File: src/rtl/pixel_writer_pkg.sv
// Shared graphics definitions: screen geometry, widths, pixel record and address helpers.
package pixel_writer_pkg;

  localparam int H_RES   = 640;
  localparam int V_RES   = 480;
  localparam int ADDR_W  = 19;
  localparam int COLOR_W = 12;

  typedef struct packed {
    logic [9:0]         x;
    logic [9:0]         y;
    logic [COLOR_W-1:0] color;
  } pixel_t;

  localparam int PIXEL_W = $bits(pixel_t);

  function automatic logic is_clipped(input pixel_t p);
    return (p.x >= 10'(H_RES)) || (p.y >= 10'(V_RES));
  endfunction

  // y*640 + x as two shifts; off-screen rows can overflow, result is truncated.
  function automatic logic [ADDR_W-1:0] pixel_addr(input pixel_t p);
    logic [ADDR_W+1:0] w_sum;
    w_sum = ({11'd0, p.y} << 9) + ({11'd0, p.y} << 7) + {11'd0, p.x};
    return w_sum[ADDR_W-1:0];
  endfunction

endpackage

File: src/rtl/pixel_fifo.sv
// Synchronous FIFO with full/empty flags; head entry is read combinationally.
module pixel_fifo #(
  parameter int WIDTH = 32,
  parameter int DEPTH = 4
) (
  input  logic             i_clk,
  input  logic             i_rst,
  input  logic             i_push,
  input  logic [WIDTH-1:0] i_din,
  input  logic             i_pop,
  output logic [WIDTH-1:0] o_dout,
  output logic             o_full,
  output logic             o_empty
);

  localparam int AW = $clog2(DEPTH);

  logic [WIDTH-1:0] r_mem [DEPTH];
  logic [AW:0]      r_wr_ptr;
  logic [AW:0]      r_rd_ptr;
  logic             w_do_push;
  logic             w_do_pop;

  // Extra pointer bit distinguishes full from empty when the indices match.
  assign o_full    = (r_wr_ptr[AW] != r_rd_ptr[AW]) && (r_wr_ptr[AW-1:0] == r_rd_ptr[AW-1:0]);
  assign o_empty   = (r_wr_ptr == r_rd_ptr);
  assign w_do_push = i_push && !o_full;
  assign w_do_pop  = i_pop && !o_empty;
  assign o_dout    = r_mem[r_rd_ptr[AW-1:0]];

  always_ff @(posedge i_clk or posedge i_rst) begin
    if (i_rst) begin
      r_wr_ptr <= '0;
      r_rd_ptr <= '0;
    end else begin
      if (w_do_push) r_wr_ptr <= r_wr_ptr + {{AW{1'b0}}, 1'b1};
      if (w_do_pop)  r_rd_ptr <= r_rd_ptr + {{AW{1'b0}}, 1'b1};
    end
  end

  always_ff @(posedge i_clk) begin
    if (w_do_push) r_mem[r_wr_ptr[AW-1:0]] <= i_din;
  end

endmodule

File: src/rtl/pixel_writer.sv
// Buffers incoming pixels, clips them to the screen and issues one framebuffer write per visible pixel.
import pixel_writer_pkg::*;

module pixel_writer #(
  parameter int FIFO_DEPTH = 4
) (
  input  logic               i_clk,
  input  logic               i_rst,
  input  logic               i_in_rts,
  output logic               o_in_rtr,
  input  logic [9:0]         i_px_x,
  input  logic [9:0]         i_px_y,
  input  logic [COLOR_W-1:0] i_px_color,
  output logic               o_mem_rts,
  input  logic               i_mem_rtr,
  output logic [ADDR_W-1:0]  o_mem_addr,
  output logic [COLOR_W-1:0] o_mem_data,
  output logic               o_busy,
  output logic [15:0]        o_clip_count
);

  localparam logic [0:0] ST_IDLE = 1'b0;
  localparam logic [0:0] ST_REQ  = 1'b1;

  pixel_t              w_in_px;
  pixel_t              w_head;
  logic                w_full;
  logic                w_empty;
  logic                w_push;
  logic                w_load;
  logic                w_drop;
  logic                w_retire;
  logic [0:0]          w_state_nxt;

  logic [0:0]          r_state;
  logic                r_valid;
  logic                r_clip;
  logic [ADDR_W-1:0]   r_addr;
  logic [COLOR_W-1:0]  r_data;
  logic [15:0]         r_clip_count;

  assign w_in_px  = '{x: i_px_x, y: i_px_y, color: i_px_color};
  assign o_in_rtr = !w_full;
  assign w_push   = i_in_rts && o_in_rtr;

  pixel_fifo #(
    .WIDTH (PIXEL_W),
    .DEPTH (FIFO_DEPTH)
  ) u_fifo (
    .i_clk   (i_clk),
    .i_rst   (i_rst),
    .i_push  (w_push),
    .i_din   (w_in_px),
    .i_pop   (w_load),
    .o_dout  (w_head),
    .o_full  (w_full),
    .o_empty (w_empty)
  );

  // A clipped entry sits in the stage for one cycle, then is discarded.
  assign w_drop   = r_valid && r_clip && (r_state == ST_IDLE);
  assign w_retire = w_drop || ((r_state == ST_REQ) && i_mem_rtr);
  assign w_load   = (!r_valid || w_retire) && !w_empty;

  always_comb begin
    w_state_nxt = r_state;
    if (w_load) begin
      w_state_nxt = is_clipped(w_head) ? ST_IDLE : ST_REQ;
    end else if (w_retire) begin
      w_state_nxt = ST_IDLE;
    end else if ((r_state == ST_IDLE) && r_valid && !r_clip) begin
      w_state_nxt = ST_REQ;
    end
  end

  always_ff @(posedge i_clk or posedge i_rst) begin
    if (i_rst) begin
      r_state      <= ST_IDLE;
      r_valid      <= 1'b0;
      r_clip       <= 1'b0;
      r_addr       <= '0;
      r_data       <= '0;
      r_clip_count <= '0;
    end else begin
      r_state <= w_state_nxt;
      if (w_load) begin
        r_valid <= 1'b1;
        r_clip  <= is_clipped(w_head);
        r_addr  <= pixel_addr(w_head);
        r_data  <= w_head.color;
      end else if (w_retire) begin
        r_valid <= 1'b0;
      end
      if (w_drop && (r_clip_count != 16'hFFFF)) r_clip_count <= r_clip_count + 16'd1;
    end
  end

  assign o_mem_rts    = (r_state == ST_REQ);
  assign o_mem_addr   = r_addr;
  assign o_mem_data   = r_data;
  assign o_busy       = !w_empty || r_valid;
  assign o_clip_count = r_clip_count;

endmodule
File: config.mk
export PLATFORM = sky130hd
export DESIGN_NAME = pixel_writer
export DESIGN_NICKNAME = d
export VERILOG_FILES = /design/src/rtl/pixel_writer_pkg.sv /design/src/rtl/pixel_fifo.sv /design/src/rtl/pixel_writer.sv
export SDC_FILE = /design/constraint.sdc
export NUM_CORES = 1
export LEC_CHECK = 0
export CAP_MARGIN = 20
export CORE_MARGIN = 2
export CORE_UTILIZATION = 35
export DETAILED_ROUTE_END_ITERATION = 8
export GPL_ROUTABILITY_DRIVEN = 0
export PLACE_DENSITY = 0.56
export SYNTH_ARGS = -nofsm -noshare
export SYNTH_HDL_FRONTEND = slang
export SYNTH_SLANG_ARGS = --single-unit
File: constraint.sdc
create_clock -name i_clk -period 9.1 [get_ports i_clk]
set_input_delay 1.365 -clock i_clk [delete_from_list [all_inputs] [get_ports i_clk]]
set_output_delay 1.365 -clock i_clk [all_outputs]
set_load 0.005 [all_outputs]
# Word level (Yosys, flattened, before mapping)
# Memories as Yosys holds them, arrays and structs flattened.
# Index checks and enable logic that the tools add are counted.
[word_totals] reg_bits=56 latch_bits=0 mem_bits_rw=128 rom_bits=0 out_inout_bits=50 n_memories=1
[op_classes] addsub=5 mul=0 div_mod_pow=0 order_cmp=2 n_eq_ne=4 n_shift=0 mux=8 n_bitwise=1 n_reduce_logical=21
[mem_list] name="u_fifo.r_mem" words=4 word_bits=32 rd=1 rd_clocked_by_memory_dff=0 wr=1 line_no="pixel_fifo.sv:18" rtl="logic [WIDTH-1:0] r_mem [DEPTH];"
[ops] operator="$add 19x10->19" n=1
[ops] operator="$add 19x17->19" n=1
[ops] operator="$add 16x1->16 const B" n=1
[ops] operator="$ne 16x16->1 const B" n=1
[ops] operator="$logic_and 1x1->1" n=11
[ops] operator="$ge 10x10->1 const B" n=1
[ops] operator="$ge 10x9->1 const B" n=1
[ops] operator="$mux 1" n=8
[ops] operator="$add 3x1->3 const B" n=2
[ops] operator="$logic_not 1->1" n=4
[ops] operator="$logic_or 1x1->1" n=4
[ops] operator="$eq 3x3->1" n=1
[ops] operator="$reduce_bool 3->1" n=1
[ops] operator="$eq 2x2->1" n=1
[ops] operator="$reduce_bool 2->1" n=1
[ops] operator="$ne 1x1->1" n=1
[ops] operator="$not 1->1" n=1

# Depth between registers and ports, before layout
[depth] depth_word=7 mapped_depth=13 ltp_nobuf=10

# Hierarchy
# From an unflattened synthesis, not the netlist that was laid out.
[hier_totals] hier_cells=497 hier_area_um2=7815.0
[by_module_without_submodules] mod="pixel_fifo" instances=1 cells_each=217 area_each_um2=5139.9 seq_area_each_um2=3993.8
[by_module_without_submodules] mod="pixel_writer" instances=1 cells_each=280 area_each_um2=2675.1 seq_area_each_um2=1251.2

# Least setup slack after synthesis
# OpenSTA, ideal clock, no wires.
[synth_path] kind="flip-flop to flip-flop" start="register u_fifo.r_rd_ptr[0]" end="register r_addr[17] (netlist: o_mem_addr[17])" t_arrival_ns=3.271 path_slack_ns=5.703 stages_incl_launch_ff=14 period_less_slack_ns=3.397 path_cell_list="dfrtp_1 buf_6 buf_12 buf_2 mux4_2 inv_1 fa_1 inv_1 ha_1 a211o_1 a21oi_1 o21ba_2 o21ai_0 a221o_1"
[synth_via] elab_chain_len=3 elab_cells_between_ends=6
[synth_lines] item="start, declared" line_no="pixel_fifo.sv:20" rtl="logic [AW:0] r_rd_ptr;"
[synth_lines] item="start signal, assigned" line_no="pixel_fifo.sv:37" rtl="if (w_do_pop) r_rd_ptr <= r_rd_ptr + {{AW{1'b0}}, 1'b1};"
[synth_lines] item="$mem_v2 4x32 or $eq 3x3->1 (tied branches)"
[synth_lines] item="$add 19x17->19 or $logic_not 1->1 (tied branches)" line_no="pixel_writer_pkg.sv:24, pixel_writer.sv:63"
[synth_lines] item="$add 19x10->19 or $logic_and 1x1->1 (tied branches)" line_no="pixel_writer_pkg.sv:24, pixel_writer.sv:63"
[synth_lines] item="end signal, assigned" line_no="pixel_writer.sv:89" rtl="r_addr <= pixel_addr(w_head);"
[synth_lines] item="end, declared" line_no="pixel_writer.sv:38" rtl="logic [ADDR_W-1:0] r_addr;"
# Several ways; a longest one is shown, not always the timed one.
# A chain may end at the register's enable or synchronous reset.

# Worst setup path after layout
[layout_path] start="register u_fifo.r_rd_ptr[0]" end="output port o_busy"
[layout_via] elab_chain_len=3
[layout_lines] item="$eq 3x3->1" line_no="pixel_fifo.sv:26" rtl="assign o_empty = (r_wr_ptr == r_rd_ptr);"
[layout_lines] item="$logic_not 1->1" line_no="pixel_writer.sv:101" rtl="assign o_busy = !w_empty || r_valid;"
[layout_lines] item="$logic_or 1x1->1" line_no="pixel_writer.sv:101"
[layout_lines] item="end, declared" line_no="pixel_writer.sv:18" rtl="output logic o_busy,"
# Every way passes these cells.

==> impl_summary.txt <==
----------------------------------------------------
[GRT]
  Pin count of the biggest net entering global routing ... 57
  Overall track demand over capacity in global routing ... 13.7%
  Via count of the first global-routing pass ... 4518
  Global route total overflow ... 0
  Initial antenna violation count ... 0
  Global-route wire length before repair ... 24.4 mm

[Logic synthesis]
  Most used DFF post-synth ... edfxtp_1
  Synth cell types ... roughly 50
  Gate count of the mapped netlist ... between 400 and 500
  Warnings from Yosys ... 0
  Post-synthesis instance area ... approximately 7700 sq um
  Synthesized Nets ... 543
  Syn avg cell area ... 16.0 sq um
  Fraction of synthesized cell area taken by the top area cell type ... 50.0%
  Fraction of registers with async set or reset after synthesis ... a little under a third
  Register bit count reported by yosys ... 184
  Number of flops mapped to enable cells by yosys ... 128
  Cell types with the largest area share after synthesis ... edfxtp_1 50%, dfrtp_1 18%, mux4_2 8.2%
  Sequential cell area fraction in the yosys report ... roughly two thirds
  Synth area leader ... edfxtp_1

[Clocking]
  CTS max path bufs ... 2
  Number of H-tree levels ... 4
  Clock Root Buffer ... clkbuf_16
  Gates resized, CTS repair ... 0
  Buffers inserted by post-CTS timing repair ... 0
  Clk sink count ... 184
  Number of hold buffers added after cts ... 0
  Clock latency on the worst-skew pair ... between 0.4 and 0.5 ns
  Clock slew at the register clock pins of the worst setup and hold paths ... 0.06 ns
  Clock tree from TritonCTS ... yes
  CTS buffer count ... 17

[Timing]
  Achievable frequency ... 252 MHz
  Final period utilization ... a little over two fifths
  Clock period minus final worst setup slack ... 3.97 ns
  Worst max-slew margin expressed relative to the limit ... 34.6%
  Worst Setup Slack, final ... roughly 5.1 ns
  Number of hold violations in the final report ... 0
  Sum Neg Setup Slack ... 0 ns
  Clock tree skew after final layout ... 0.00578 ns
  Finish-stage setup viols ... 0
  Worst hold margin ... 0.477 ns
  Slew at the pin closest to its max-slew limit ... 0.981 ns
  Unrepaired setup endpoints after global routing ... no
  Number of pins with negative max-slew slack in the final report ... 0

[Finish]
  Final non-filler cell area ... 9430 sq um
  Area added between synthesis and finish ... 22.6%
  Most common cell after layout, fill and taps aside ... edfxtp_1
  Commonest cells after routing, fill and taps aside ... 128 x edfxtp_1, 93 x nand2_1, 85 x clkdlybuf4s50_1
  Final net count ... 635
  Ant. Diodes ... 0
  Final cell utilization of the core ... 43.5%
  Proportion of layout cells with a drive suffix above 1 ... ~14%

[Route]
  Total wire length after detailed routing ... 14.9 mm
  Post-route DRC ... 0
  Total via count after detailed routing ... 4234
  Antenna violation net count after detailed routing ... 0
  Drt pass-1 iters ... 6
  Average routed wire per standard cell ... 17.2 um
  Number of vias per cell after detailed routing ... 4.89
  Drt initial violations ... 221

[Worst setup path]
  Crit path required time ... 7.74 ns
  Largest driver fanout on the critical path ... 22
  Kind of start point of the critical path ... flip-flop
  List of cells traversed by the critical path ... buf_4 > xor2_2 > nor3_2 > nand2_1 > clkdlybuf4s50_1
  Maximum cell stage delay along the critical path ... about 0.64 ns
  Sort of element at the end of the critical path ... output pin
  Data arrival, critical path ... 2.60 ns
  WS Path Type ... reg -> out
  Max stage delay cell, worst path ... dfrtp_2

[Flow run]
  Max capacitance violation total ... 0

[Floorplanning]
  Die area ... 23200 sq um
  Number of cell rows ... between 50 and 60
  Chip Width ... 152 um
  Core Footprint ... 21700 sq um
  I/O Pins ... 86
  Effective utilization at floorplan ... 35.5%
  Die outline height ... 152 um

[Pwr]
  Max VDD drop ... roughly 0.14 mV
  Power density normalized to cell area ... 384 nW/um^2
  Static leakage power ... 0.00351 uW

[Placement]
  Post-DP HPWL ... 9.25 mm
  Placement-stage cell area ... 8830 sq um
  Port Buffer Count ... 85
  Worst slack at placement ... 5.19 ns

[Outcome]
  Status ... finished clean

[Worst hold path]
  Hold Crit Class ... reg -> reg

----------------------------------------------------
==> cells by family (layout without fill, tap and decap cells) <==
group           Yosys count  in the layout  synth area share, %
xor+xnor                 25             25                 3.04
mux                      36             36                 10.2
fa+ha+maj                27             27                 4.59
buf+inv                  28            133                 1.89
flops                   184            184                 68.2
compound gates           39             39                 3.78
simple gates            141            141                 8.33
==> registers in the layout (all words and copies together) (netlist names) <==
name / cells
o_clip_count: 16
o_mem_addr: 19
o_mem_data: 12
o_mem_rts: 1
r_clip: 1
r_valid: 1
u_fifo.r_mem: 128
u_fifo.r_rd_ptr: 3
u_fifo.r_wr_ptr: 3
==> where the power goes <==
group | leakage, uW | switching [uW] | internal, uW | total (uW)
registers | 0.00186 | 150 | 1160 | 1320
logic | 0.00137 | 816 | 747 | 1560
clock network | 0.000286 | 314 | 426 | 739
total | 0.00351 | 1280 | 2340 | 3620
==> cells in the mapped netlist, drive strengths merged (2+ instances only) <==
| cell type | count |
|---|---|
| nand2 | 93 |
| o21ai | 12 |
| dfrtp | 56 |
| buf | 13 |
| a211o | 2 |
| and3 | 6 |
| nand3 | 9 |
| edfxtp | 128 |
| o21a | 4 |
| mux2 | 4 |
| o21ba | 2 |
| clkbuf | 2 |
| xor2 | 10 |
| inv | 13 |
| o31ai | 2 |
| xnor2 | 15 |
| nor3 | 3 |
| mux4 | 32 |
| a21oi | 4 |
| fa | 2 |
| nand4 | 6 |
| a211oi | 3 |
| a21o | 2 |
| ha | 25 |
| nor2 | 16 |
==> area by class of cell <==
cell class / count / area [sq um]
inverter: 13 / 48.8
sequential: 184 / 5250
fill: 1950 / 12300
clock buffer: 21 / 460
multi-input combinational: 268 / 2310
tap: 280 / 350
clock inverter: 11 / 139
timing repair buffer: 88 / 873
==> through the flow <==
| step | power, uW | std cells |
|---|---|---|
| detailed placement | 2930 | 833 |
| global placement | 2900 | 833 |
| CTS | 3680 | 865 |
| finish | 3620 | 865 |
| floorplan | 2420 | 480 |
| global route | 3930 | 865 |
==> routing by layer <==
layer	track usage, %	up-vias	share of wire, %
met5	0	-	0
met4	5.07	0	1.5
met3	3.33	14	4.4
met2	23.3	108	51
met1	17.1	2139	43
li1	-	1973	-
==> path summary, 6_finish.rpt <==
kind	start	to	slack (ns)	cells after the start
max reg2reg	u_fifo.r_rd_ptr[0]	o_mem_addr[17]	5.25	11
min in group asynchronous	i_rst	o_mem_data[2]	1.49	3
min reg2reg	o_mem_addr[6]	o_mem_addr[6]	0.48	2
max in group asynchronous	i_rst	u_fifo.r_rd_ptr[0]	7.08	3
min	o_mem_addr[6]	o_mem_addr[6]	0.48	2
max	u_fifo.r_rd_ptr[0]	o_busy	5.13	5
==> worst max-delay path: cells and delay by family (launching register included) <==
family                    cells  cell delay, ns
DFF                           1            0.64
buffers and inverters         2            0.97
and+or+nand+nor               2            0.41
xor gates and xnor gates      1            0.14
No activity file was read; power rests on OpenSTA's default activity.
